==> src/rtl/serial_pkg.sv <==
// Shared types and constants for the serial frame controller and its sync detector.
package serial_pkg;

    typedef enum logic [1:0] {
        HUNT,
        SHIFT,
        PARITY,
        DONE
    } frame_state_t;

    localparam int DATA_BITS = 8;

    localparam int         SYNC_LEN_DEFAULT     = 4;
    localparam logic [3:0] SYNC_PATTERN_DEFAULT = 4'b1101;

endpackage

==> src/rtl/sync_detector.sv <==
// Sync-pattern hunter: history of the serial line, fill counter that blocks matches on
// reset/cleared zeros, and the combinational match against the sync pattern.
module sync_detector
    import serial_pkg::*;
#(
    parameter int                  SYNC_LEN     = SYNC_LEN_DEFAULT,
    parameter logic [SYNC_LEN-1:0] SYNC_PATTERN = SYNC_PATTERN_DEFAULT
) (
    input  logic clk,
    input  logic rst,
    input  logic serIn,
    input  logic hunt_en,
    input  logic clr,
    output logic match
);

    localparam int FILL_W = $clog2(SYNC_LEN + 1);

    if (SYNC_LEN < 2 || SYNC_LEN > DATA_BITS) begin : g_bad_len
        $error("sync_detector: SYNC_LEN must be in 2..8");
    end

    // Only the newest SYNC_LEN-1 bits are stored; the live serIn completes the window.
    logic [SYNC_LEN-2:0] hist_q;
    logic [SYNC_LEN-2:0] hist_d;
    logic [SYNC_LEN-1:0] window;
    logic [FILL_W-1:0]   fill_q;

    assign window = {hist_q, serIn};
    assign hist_d = window[SYNC_LEN-2:0];
    assign match  = hunt_en && (fill_q >= FILL_W'(SYNC_LEN - 1)) && (window == SYNC_PATTERN);

    always_ff @(posedge clk or negedge rst) begin
        if (!rst) begin
            hist_q <= '0;
            fill_q <= '0;
        end else if (clr) begin
            hist_q <= '0;
            fill_q <= '0;
        end else if (hunt_en) begin
            hist_q <= hist_d;
            if (fill_q != FILL_W'(SYNC_LEN))
                fill_q <= fill_q + FILL_W'(1);
        end
    end

endmodule

==> src/rtl/serial_frame_ctrl.sv <==
// Frame control FSM driving the 3-bit counter / 8-bit shift register downstream.
// Optional even-parity bit after the data byte: define SERIAL_FRAME_PARITY_EN.
module serial_frame_ctrl
    import serial_pkg::*;
#(
    parameter int                  SYNC_LEN     = SYNC_LEN_DEFAULT,
    parameter logic [SYNC_LEN-1:0] SYNC_PATTERN = SYNC_PATTERN_DEFAULT
) (
    input  logic       clk,
    input  logic       rst,
    input  logic       serIn,
    input  logic       co,
    output logic       iz0,
    output logic       cen,
    output logic       shen,
    output logic       busy,
    output logic       frame_valid,
`ifdef SERIAL_FRAME_PARITY_EN
    output logic       parity_err,
`endif
    output logic [7:0] frame_cnt
);

    frame_state_t state_q;
    logic         cen_q;
    logic         shen_q;
    logic         busy_q;
    logic         frame_valid_q;
    logic [7:0]   frame_cnt_q;
    logic         match;
    logic         hunt_en;
    logic         hist_clr;
`ifdef SERIAL_FRAME_PARITY_EN
    logic         par_q;
    logic         parity_err_q;
`endif

    assign hunt_en  = (state_q == HUNT);
    assign hist_clr = (state_q == DONE);

    sync_detector #(
        .SYNC_LEN     (SYNC_LEN),
        .SYNC_PATTERN (SYNC_PATTERN)
    ) u_sync (
        .clk     (clk),
        .rst     (rst),
        .serIn   (serIn),
        .hunt_en (hunt_en),
        .clr     (hist_clr),
        .match   (match)
    );

    // Mealy clear: counter and shift register are zeroed on the edge that enters SHIFT.
    assign iz0         = match;
    assign cen         = cen_q;
    assign shen        = shen_q;
    assign busy        = busy_q;
    assign frame_valid = frame_valid_q;
    assign frame_cnt   = frame_cnt_q;
`ifdef SERIAL_FRAME_PARITY_EN
    assign parity_err  = parity_err_q;
`endif

    // NOTE: all state here uses non-blocking assignments so every branch reads pre-edge values.
    always_ff @(posedge clk or negedge rst) begin
        if (!rst) begin
            state_q       <= HUNT;
            cen_q         <= 1'b0;
            shen_q        <= 1'b0;
            busy_q        <= 1'b0;
            frame_valid_q <= 1'b0;
            frame_cnt_q   <= 8'd0;
`ifdef SERIAL_FRAME_PARITY_EN
            par_q         <= 1'b0;
            parity_err_q  <= 1'b0;
`endif
        end else begin
            frame_valid_q <= 1'b0;
`ifdef SERIAL_FRAME_PARITY_EN
            parity_err_q  <= 1'b0;
`endif
            case (state_q)
                HUNT: begin
                    if (match) begin
                        state_q <= SHIFT;
                        cen_q   <= 1'b1;
                        shen_q  <= 1'b1;
                        busy_q  <= 1'b1;
`ifdef SERIAL_FRAME_PARITY_EN
                        par_q   <= 1'b0;
`endif
                    end
                end
                SHIFT: begin
`ifdef SERIAL_FRAME_PARITY_EN
                    par_q <= par_q ^ serIn;
`endif
                    // co marks the eighth data bit; the counter wraps to 0 on this edge.
                    if (co) begin
                        cen_q  <= 1'b0;
                        shen_q <= 1'b0;
`ifdef SERIAL_FRAME_PARITY_EN
                        state_q <= PARITY;
`else
                        state_q       <= DONE;
                        busy_q        <= 1'b0;
                        frame_valid_q <= 1'b1;
`endif
                    end
                end
`ifdef SERIAL_FRAME_PARITY_EN
                PARITY: begin
                    state_q <= DONE;
                    busy_q  <= 1'b0;
                    if (par_q ^ serIn)
                        parity_err_q  <= 1'b1;
                    else
                        frame_valid_q <= 1'b1;
                end
`endif
                DONE: begin
                    // Guard bit: serIn is ignored while the sync history is cleared.
                    state_q <= HUNT;
                    if (frame_valid_q)
                        frame_cnt_q <= frame_cnt_q + 8'd1;
                end
                default: state_q <= HUNT;
            endcase
        end
    end

endmodule

==> config.mk <==
export PLATFORM = sky130hd
export DESIGN_NAME = serial_frame_ctrl
export DESIGN_NICKNAME = d
export VERILOG_FILES = /design/src/rtl/serial_pkg.sv /design/src/rtl/sync_detector.sv /design/src/rtl/serial_frame_ctrl.sv
export SDC_FILE = /design/constraint.sdc
export NUM_CORES = 1
export LEC_CHECK = 0
export CAP_MARGIN = 5
export CORE_MARGIN = 2
export CORE_UTILIZATION = 54
export DETAILED_ROUTE_END_ITERATION = 10
export PLACE_DENSITY = 0.86
export SLEW_MARGIN = 20
export SYNTH_ARGS = -nofsm -noshare
export SYNTH_HDL_FRONTEND = slang
export SYNTH_SLANG_ARGS = --single-unit
==> constraint.sdc <==
create_clock -name clk -period 4.7 [get_ports clk]
set_input_delay 0.94 -clock clk [delete_from_list [all_inputs] [get_ports clk]]
set_output_delay 0.94 -clock clk [all_outputs]
set_load 0.03 [all_outputs]
---- Yosys cells after proc, flatten, opt, wreduce, memory -nomap -nowiden ----
Cells that the tools add are included.
operators by class
  $add $sub $neg .......................... 2
  $lt $le $gt $ge ......................... 1
  equality and inequality tests ........... 6
  multiplexer cells ....................... 13
  reductions and logical operators ........ 10
operators with widths
  operator                                                           count
  two-way mux 3 bit                                                  5
  adder 8 x 1 -> 8 bit, second input constant                        1
  AND reduction 2 bit                                                3
  nonzero test 2 bit                                                 3
  == test 4 bit, second input constant                               1
  two-way mux 1 bit                                                  4
  two-way mux 2 bit                                                  2
  inequality test 2 bit, second input constant                       2
  case mux 2 bit (2 select lines)                                    1
  adder 3 x 1 -> 3 bit, second input constant                        1
  greater-or-equal comparator 3 x 2 -> 1 bit, second input constant  1
  inequality test 3 bit, second input constant                       1
  AND reduction 3 bit                                                1
  == test 2 x 1 -> 1 bit, second input constant                      1
  == test 2 bit, second input constant                               1
  logical AND 1 bit                                                  2
  logical NOT 2 bit                                                  1
  case mux 1 bit (2 select lines)                                    1
word-level totals
  flip-flop bits (word level) ............. 18
  input bits .............................. 4
  output and inout bits ................... 13
  logic and storage cells ................. 38

---- Logic depth before layout (Yosys ltp) ----
  depth in word-level cells ............... 5
  mapped depth ............................ 6
  depth with buffers taken out ............ 5

---- By module ----
A second synthesis with hierarchy kept.
unflattened totals
  cell total of the unflattened synthesis .. 78
  area, all modules ....................... 847.1 um^2
modules (own cells, without submodules)
  module             times used  cells an instance  area an instance (um^2)  sequential area each (um^2)
  serial_frame_ctrl  1           47                 511.7                    300.3
  sync_detector      1           31                 335.3                    150.1

---- Worst setup path before layout ----
No wires, ideal clock.
  kind .................................... input -> output
  start ................................... input serIn
  end ..................................... output iz0
  arrival time ............................ 1.438 ns
  required time ........................... 3.760 ns
  slack ................................... 2.322 ns
  stages .................................. 2
  buffers on the path ..................... 0
  cell sequence ........................... and4b_1 -> and3_2
between the ends
  longest elaborated chain between the ends .. 2
RTL lines
  item               RTL line                 source
  start, declared    serial_frame_ctrl.sv:11  input logic serIn,
  == test 4 bit      sync_detector.sv:31      assign match = hunt_en && (fill_q >= FILL_W'(SYNC_LEN - 1)) && (window == SYNC_PATTERN);
  logical AND 1 bit  sync_detector.sv:31
  end, declared      serial_frame_ctrl.sv:13  output logic iz0,
Every way passes these cells.

---- Worst setup path in the final report ----
Same ends and word-level chain as after synthesis.

==> out/qor.csv <==
stage,metric,value,unit
outcome,status,"complete, no violations",
timing,minimum clock period,3.46,ns
critical_path,"most used cell, CP",clkdlybuf4s50_1,
yosys,"Top FF cell, synth",dfrtp_1,
floorplanning,I/O pin count,17,
timing,final hold viol count,0,
clocking,total setup buffers inserted after CTS,0,
drt,WL/cell,14.0,um
timing,TNS Setup,0,ns
drt,Total Routed Length,1.65,mm
power_and_ir_drop,Leakage Power,0.526,nW
grt,met3 Use GR,0.0278,
yosys,synth warn,0,
yosys,Yosys reg bits,18,
grt,number of global-route vias before repair,712,
yosys,distinct cell type count after synthesis,32,
final_layout,Diodes inserted,0,
clocking,Clock transition at path regs,0.10,ns
yosys,Mapped Avg Cell Area,10.8,um2
place,RePlAce Congestion,0.789,
clocking,clk_lat worst skew,0.29,ns
floorplanning,Die H,45.4,um
clocking,Resize count post-CTS,0,
final_layout,fill count,120,
timing,clock skew,0.00727,ns
timing,Worst-Margin Slew,0.787,ns
timing,RSZ-0062 raised after global routing,false,
drt,vias per cell,5.69,
critical_path,CP max-delay cell,clkdlybuf4s50_1,
clocking,CTS tree,yes,
critical_path,Critical Path Start Type,primary input,
critical_path,"Req. time, crit path",3.76,ns
final_layout,"most common cell after layout, fill and taps aside",dfrtp_1,
grt,initial antenna violation count,0,
clocking,clock root cell,clkbuf_4,
floorplanning,num rows,14,
critical_path,CP Data Arrival Time,2.52,ns
grt,total grt overflow,0,
final_layout,synth-to-layout area growth,19.9,%
yosys,register area share after synthesis,0.487,
timing,# setup viols final,0,
yosys,Mapped Area,925,um2
place,DP HPWL,1.30,mm
yosys,"EDFF count, synth",0,
critical_path,CP Cell Sequence,clkdlybuf4s50_1 > and4b_1 > and3_2 > clkdlybuf4s50_1,
floorplanning,Die ar.,2060,um2
drt,vias,671,
grt,global-route wire length before repair,2.91,mm
drt,DRC Markers,0,
drt,drt first pass iters,4,
run,Max Cap Viol,0,
timing,Tcrit/Tclk final,0.735,
final_layout,share of cells above drive strength 1,0.0980,
critical_path,CP max stage delay,0.66,ns
min_path,worst hold path type,flip-flop to flip-flop,
grt,largest net degree at the start of global routing,19,
power_and_ir_drop,Power Dens Cells,587,nW/um2
critical_path,Crit Path Category,primary input to output port,
power_and_ir_drop,Peak VDD IR,0.459,mV
floorplanning,Initial Util,0.593,
critical_path,highest fanout seen on the critical path,4,
clocking,H-tree depth,1,
floorplanning,core region area,1560,um2
grt,M1 GR Usage,0.224,
yosys,Post-Synthesis Cells,86,
critical_path,CP Capture Type,output port,
timing,FMAX,0.289,GHz
grt,met2 usage in global routing,0.358,
clocking,CTS Hold Bufs,0,
floorplanning,Die X,45.4,um
clocking,# clock sinks,18,
power_and_ir_drop,total power,651,uW
grt,GR peak layer,met2,
clocking,Num CTS Buffers,3,
place,Port Buf Inserts,16,
drt,Detailed Route Iter0 Violations,4,
final_layout,Layout Nets,115,
timing,Max-Slew Margin vs Limit,0.474,
yosys,"Async S/R FF share, synth",1.00,
drt,Post-DRT Antenna Nets,0,
timing,Max Transition Viols Final,0,
yosys,Synthesized Nets,97,
grt,Tot GR Track Use,0.203,
clocking,clk buf depth,2,
final_layout,most frequent cells in the layout,"dfrtp_1 (18), clkdlybuf4s50_1 (16), nand2_1 (8)",
[kinds of logic after synthesis]
family	after synthesis	synth area share
adders and majority gates	7	0.0947
DFF	18	0.487
AOI/OAI and AO/OA	14	0.123
xor gates and xnor gates	7	0.0663
buffers and inverters	10	0.0487
and+or+nand+nor	29	0.168
muxes	1	0.0122
[report_power, final]
group          switching, mW  internal (mW)  total [mW]
Combinational          0.177          0.151       0.328
Sequential            0.0446          0.204       0.248
Clock                 0.0454         0.0298      0.0752
Total                  0.267          0.385       0.651
[stage by stage]
step / setup WS, ns / cell area [um2] / std cells / util / hold slack, ns
finish: 1.24 / 1110 / 118 / 0.711 / 0.468
global route: 1.19 / 1110 / 118 / 0.711 / 0.481
CTS: 1.25 / 1110 / 118 / 0.711 / 0.475
global placement: 1.27 / 1090 / 115 / 0.697 / 0.455
floorplan: 2.32 / 925 / 86 / - / 0.466
detailed placement: 1.26 / 1090 / 115 / 0.697 / 0.459
[critical path: cells and delay by family]
family                 cells  cell delay (ns)
AND/OR/NAND/NOR            2             0.45
buffers and inverters      2             1.14
[area by class of cell]
type | instances | area [um2] | share of cell area
flip-flops and latches | 18 | 450 | 0.406
multi-input cells | 58 | 429 | 0.387
well taps | 16 | 20.0 | 0.0181
inverters | 7 | 26.3 | 0.0237
clock buffers | 3 | 22.5 | 0.0203
repair buffers | 16 | 160 | 0.144
[per-layer routing]
metal  vias to the layer above  wire, um  part of all wire
li1                        325         -                 -
met1                       329       702              0.42
met2                        12       861              0.52
met3                         5        40             0.024
met4                         0        48             0.029
met5                         -         0                 0
[flip-flops by register name, indices dropped and copies added, names as in the netlist]
name	count
frame_cnt	8
u_sync.fill_q	3
frame_valid	1
state_q	2
u_sync.hist_q	3
busy	1
[path summary, 6_finish.rpt]
path,slack (ns),startpoint,endpoint,depth (start not counted)
worst max-delay path,1.24,serIn,iz0,4
worst min-delay path,0.47,frame_cnt[7],frame_cnt[7],1
worst max register to register,2.93,u_sync.fill_q[0],busy,5
worst min register to register,0.47,frame_cnt[7],frame_cnt[7],1
max in group asynchronous,3.11,rst,frame_cnt[2],1
min in group asynchronous,1.09,rst,u_sync.fill_q[2],1
[cells in the mapped netlist, types with 2 or more instances]
library cell / instances / area share
nand3_1: 4 / 0.022
buf_4: 2 / 0.016
o21ai_0: 3 / 0.016
nor2b_1: 2 / 0.014
xor2_1: 4 / 0.038
dfrtp_1: 18 / 0.49
nor2_1: 3 / 0.012
xnor2_1: 3 / 0.028
nand2b_1: 3 / 0.020
ha_1: 7 / 0.095
inv_1: 7 / 0.028
nand2_1: 8 / 0.032
nor3_1: 3 / 0.016
(Power assumes the default switching activity.)
